$ cat config.mk
export PLATFORM = sky130hd
export DESIGN_NAME = mak8_run_ctrl
export DESIGN_NICKNAME = d
export VERILOG_FILES = /design/src/rtl/mak8_run_ctrl.sv
export SDC_FILE = /design/constraint.sdc
export NUM_CORES = 1
export LEC_CHECK = 0
export CAP_MARGIN = 30
export CORE_ASPECT_RATIO = 1.25
export CORE_MARGIN = 2
export CORE_UTILIZATION = 43
export DETAILED_ROUTE_END_ITERATION = 8
export GPL_TIMING_DRIVEN = 0
export SYNTH_ARGS = -nofsm -noshare
export SYNTH_HDL_FRONTEND = slang
export SYNTH_SLANG_ARGS = --single-unit
$ cat constraint.sdc
create_clock -name clk -period 4.45 [get_ports clk]
set_input_delay 0.445 -clock clk [delete_from_list [all_inputs] [get_ports clk]]
set_output_delay 0.445 -clock clk [all_outputs]
set_load 0.03 [all_outputs]
$ cat src/rtl/mak8_run_ctrl.sv
// MAK-8 CPU run controller: turns run switch, step button and mode into a single-cycle
// CPU clock-enable with halt, free-run, single-step and N-step burst modes.
module mak8_run_ctrl #(
    parameter int unsigned DEBOUNCE_CYCLES = 1000000,
    parameter int unsigned RATE_W          = 32,
    parameter int unsigned BURST_W         = 8,
    parameter int unsigned CNT_W           = 16
) (
    input  logic               clk,
    input  logic               rst,
    input  logic               run_sw,
    input  logic               step_btn,
    input  logic [1:0]         mode,
    input  logic [RATE_W-1:0]  rate_div,
    input  logic [BURST_W-1:0] burst_len,
    input  logic               cpu_halted,
    output logic               cpu_ce,
    output logic [1:0]         state,
    output logic               busy,
    output logic [CNT_W-1:0]   step_count
);

    localparam int unsigned DB_W = (DEBOUNCE_CYCLES < 2) ? 1 : $clog2(DEBOUNCE_CYCLES);

    typedef enum logic [1:0] {
        S_HALT  = 2'b00,
        S_FREE  = 2'b01,
        S_STEP  = 2'b10,
        S_BURST = 2'b11
    } state_e;

    logic               run_meta_q, run_sync_q;
    logic               btn_meta_q, btn_sync_q;
    logic               db_level_q, db_level_d;
    logic [DB_W-1:0]    db_cnt_q, db_cnt_d;
    logic               step_req_q, step_req_d;
    state_e             state_q, state_d;
    logic [RATE_W-1:0]  tick_q, tick_d;
    logic [BURST_W-1:0] rem_q, rem_d;
    logic               busy_q, busy_d;
    logic               ce_q, ce_d;
    logic [CNT_W-1:0]   count_q, count_d;
    logic [RATE_W-1:0]  div_eff;
    logic               tick_terminal;

    // Debouncer: level flips after DEBOUNCE_CYCLES consecutive disagreeing samples
    always_comb begin
        db_cnt_d   = '0;
        db_level_d = db_level_q;
        step_req_d = 1'b0;
        if (btn_sync_q != db_level_q) begin
            if (db_cnt_q == DB_W'(DEBOUNCE_CYCLES - 1)) begin
                db_level_d = btn_sync_q;
                step_req_d = btn_sync_q;
            end else begin
                db_cnt_d = db_cnt_q + DB_W'(1);
            end
        end
    end

    // A count at or beyond the period end is terminal, so a shrinking divider fires at once
    always_comb begin
        div_eff       = (rate_div == '0) ? RATE_W'(1) : rate_div;
        tick_terminal = (tick_q >= (div_eff - RATE_W'(1)));
    end

    // Run-mode FSM with tick pacing, burst bookkeeping and enable generation
    always_comb begin
        state_d = (run_sync_q && (mode != 2'b00)) ? state_e'(mode) : S_HALT;
        tick_d  = tick_q;
        rem_d   = rem_q;
        busy_d  = busy_q;
        ce_d    = 1'b0;
        count_d = count_q + CNT_W'(ce_q);

        if (state_d != state_q) begin
            tick_d = '0;
            rem_d  = '0;
            busy_d = 1'b0;
        end else begin
            case (state_q)
                S_FREE: begin
                    if (!cpu_halted) begin
                        if (tick_terminal) begin
                            tick_d = '0;
                            ce_d   = 1'b1;
                        end else begin
                            tick_d = tick_q + RATE_W'(1);
                        end
                    end
                end
                S_STEP: begin
                    ce_d = step_req_q && !cpu_halted;
                end
                S_BURST: begin
                    if (busy_q) begin
                        if (cpu_halted) begin
                            tick_d = '0;
                            rem_d  = '0;
                            busy_d = 1'b0;
                        end else if (rem_q == '0) begin
                            busy_d = 1'b0;
                        end else if (tick_terminal) begin
                            tick_d = '0;
                            rem_d  = rem_q - BURST_W'(1);
                            ce_d   = 1'b1;
                        end else begin
                            tick_d = tick_q + RATE_W'(1);
                        end
                    end else if (step_req_q && (burst_len != '0) && !cpu_halted) begin
                        tick_d = '0;
                        rem_d  = burst_len;
                        busy_d = 1'b1;
                    end
                end
                default: begin
                end
            endcase
        end
    end

    always_ff @(posedge clk) begin
        if (rst) begin
            run_meta_q <= 1'b0;
            run_sync_q <= 1'b0;
            btn_meta_q <= 1'b0;
            btn_sync_q <= 1'b0;
            db_level_q <= 1'b0;
            db_cnt_q   <= '0;
            step_req_q <= 1'b0;
            state_q    <= S_HALT;
            tick_q     <= '0;
            rem_q      <= '0;
            busy_q     <= 1'b0;
            ce_q       <= 1'b0;
            count_q    <= '0;
        end else begin
            run_meta_q <= run_sw;
            run_sync_q <= run_meta_q;
            btn_meta_q <= step_btn;
            btn_sync_q <= btn_meta_q;
            db_level_q <= db_level_d;
            db_cnt_q   <= db_cnt_d;
            step_req_q <= step_req_d;
            state_q    <= state_d;
            tick_q     <= tick_d;
            rem_q      <= rem_d;
            busy_q     <= busy_d;
            ce_q       <= ce_d;
            count_q    <= count_d;
        end
    end

    assign cpu_ce     = ce_q;
    assign state      = state_q;
    assign busy       = busy_q;
    assign step_count = count_q;

endmodule

==> metrics.md <==
| Metric | Value |
|---|---|
| Status | completed |
| VDD IR max | 0.140 mV |
| Worst Setup Path Type | in2reg |
| Fmax | 0.234 GHz |
| Layout cells sized above 1 | 10.3% |
| Seq cells post-synth | 86 |
| Die Height | 127 microns |
| Fillers | 1100 |
| Hold_ws | 0.440 ns |
| Crit path time final | 4.27 ns |
| Slew Viols, Final | 0 |
| Hold Violations, Final | 0 |
| Detailed placement HPWL | 9080 microns |
| CTS Hold Bufs | 0 |
| Synth-to-Final Area Change | 25.6% |
| First-pass GRT wire length | 19900 microns |
| Core area | 11700 sq um |
| Final setup TNS | 0 ns |
| Cell count after synthesis | 614 |
| Rows | 44 |
| CP Capture Type | register |
| Post-Place Cells | 840 |
| Mapped Nets | 700 |
| CTS Sinks | 86 |
| Clock slew at reported path FFs | 0.06 ns |
| Setup WS post-layout | 0.184 ns |
| Initial antenna violation count | 0 |
| N_diodes | 0 |
| Post-synth top flop | dfxtp_1 |
| Cts bufs inserted | 9 |
| Drt wl/cell | 13.6 microns |
| Pre-CTS setup slack | -1.17 ns |
| Max Root-Sink Buffers | 2 |
| Via density | 5.25 |
| Unrepaired setup endpoints after global routing | true |
| Post-route ant nets | 0 |
| Largest net degree at the start of global routing | 15 |
| P_leak | 0.00237 uW |
| FF/Latch Area | 1720 sq um |
| CTS tree | yes |
| Post-synth EDFFs | 0 |
| Slew HR | 64.6% |
| Drt total wl | 11800 microns |
| Register area share after synthesis | 33.1% |
| Fin nets | 788 |
| Async S/R FF share, synth | 0% |
| GPL Wtd Cong | 0.822 |
| Worst-Margin Slew | 0.532 ns |
| Mean post-synth cell area | 8.46 sq um |
| Total GRT Usage | 18.8% |
| Max-Cap Viols | 0 |
| CP startpoint kind | primary input |
| Drt drc | 0 |
| Period utilisation layout | 95.9% |
| GRT overflow | 0 |
| Iter 0 DRT Violations | 165 |
| Final Skew | 0.0124 ns |
| PwrDens | 255 nW/um^2 |
| Die X | 102 microns |
| Worst-Skew Late Latency | 0.34 ns |
| Via count | 4551 |
| CP required | 4.69 ns |
| Netlist cell types | 61 |
| Post-Layout Cell Count | 867 |
| Top Ports | 67 |
| Vias in the first global route | 4339 |
| Most frequent cells in the layout | 91 x nor2_1, 86 x dfxtp_1, 52 x clkdlybuf4s50_1, 48 x nand2_1, 46 x xnor2_1 |
| Initial Util | 44.3% |
| Drt pass-1 iters | 4 |
| Die ar. | 13000 sq um |
| Clk root buf | clkbuf_16 |
| Leading cell type in the layout, fill and taps excluded | nor2_1 |
| H-tree Lvls | 3 |
| Critical Path AT | 4.50 ns |
| Yosys Warn Count | 0 |
| Mapped Area | 5190 sq um |
| Worst hold-check path type | reg2reg |
| I/O Buffers | 65 |
| # setup viols final | 0 |
| Area of the multi-input gates | 3450 sq um |
| CP Max Fanout | 8 |
logic make-up after synthesis:
kind of cell | after synthesis | synth area share (%)
buffers and inverters | 27 | 2.31
adders and majority gates | 39 | 9.40
AOI/OAI and AO/OA | 79 | 9.88
and+or+nand+nor | 293 | 30.1
xor gates and xnor gates | 89 | 15.0
muxes | 1 | 0.193
DFF | 86 | 33.1
cell usage after synthesis (5+ instances only):
| cell | instances | area share [%] |
|---|---|---|
| a211oi_1 | 5 | 0.72 |
| a21oi_1 | 27 | 2.6 |
| a221oi_1 | 5 | 0.84 |
| and3_1 | 13 | 1.6 |
| and4_1 | 5 | 0.84 |
| buf_2 | 6 | 0.58 |
| clkbuf_1 | 5 | 0.36 |
| dfxtp_1 | 86 | 33 |
| ha_1 | 39 | 9.4 |
| inv_1 | 13 | 0.94 |
| nand2_1 | 49 | 3.5 |
| nand3_1 | 29 | 2.8 |
| nand4_1 | 18 | 2.2 |
| nor2_1 | 91 | 6.6 |
| nor2b_1 | 7 | 0.84 |
| nor3_1 | 19 | 1.8 |
| nor4_1 | 9 | 1.1 |
| nor4b_1 | 6 | 1.0 |
| o21ai_0 | 23 | 2.2 |
| or3_1 | 11 | 1.3 |
| xnor2_1 | 46 | 7.8 |
| xor2_1 | 43 | 7.3 |
stage by stage:
step                      power (uW)  utilization (%)  instance area, sq um
after CTS                       1680             55.3                  6480
after global placement           917             51.6                  6050
after detailed placement         920             51.6                  6050
final                           1670             55.6                  6520
after global routing            1730             55.6                  6520
after floorplan                  847                -                  5190
report_power, final:
group / leakage (uW) / switching, uW / internal [uW] / total, uW
sequential: 0.000693 / 1.63 / 772 / 773
combinational: 0.00153 / 67.1 / 65.1 / 132
clock: 0.000142 / 310 / 451 / 760
worst max-delay path, cell delays in order:
cell and delay (ns):
dlygate4sd2_1 0.26, or4_4 0.56, nor4_4 0.21, buf_4 0.17
nand4b_1 0.16, nor2_2 0.16, a21oi_2 0.09, ha_4 0.19
nand4_1 0.15, buf_4 0.14, nor2_1 0.04, xnor2_1 0.13
ha_1 0.27, nand4_1 0.12, nor3_2 0.26, o21ai_2 0.12
a31oi_4 0.21, o21ai_2 0.06, buf_4 0.16, and2_1 0.16
buf_6 0.14, a221oi_1 0.26
final timing paths:
path	cells past startpoint	from	slack (ns)	endpoint
min reg2reg	1	btn_meta_q$_SDFF_PP0_	0.44	btn_sync_q$_SDFF_PP0_
max	22	rate_div[4]	0.18	rem_q[1]$_SDFFE_PP0P_
min	1	btn_meta_q$_SDFF_PP0_	0.44	btn_sync_q$_SDFF_PP0_
max reg2reg	10	tick_q[14]$_SDFFE_PP0P_	2.08	rem_q[1]$_SDFFE_PP0P_
state kept, by name (all words and copies together) (netlist names), 2 cells and up:
name and count:
step_count 16, tick_q 32, rem_q 8, db_cnt_q 20, state 2
per-layer routing:
metal | wire length, microns | share of wire [%] | vias to the layer above | global-route usage (%)
met3 | 371 | 3.1 | 6 | 2.92
met5 | 0 | 0 | - | 0
met2 | 6010 | 51 | 69 | 33.2
met4 | 89 | 0.75 | 0 | 5.41
met1 | 5330 | 45 | 2133 | 23.3
li1 | - | - | 2343 | -
layout make-up:
class / instances / area share, %
Multi-Input combinational cell: 501 / 52.8
Sequential cell: 86 / 26.4
Timing Repair Buffer: 77 / 11.3
Clock buffer: 11 / 3.72
Tap cell: 161 / 3.09
Buffer: 13 / 1.04
Clock inverter: 4 / 0.844
Inverter: 14 / 0.806
timing repair:
action | CTS | global route
setup buffers | 11 | 1
gates resized for setup | 25 | 9
endpoints found under the setup margin | 41 | 39
pin swaps | 13 | 11
Note: power is estimated with default switching activity, not from simulation.
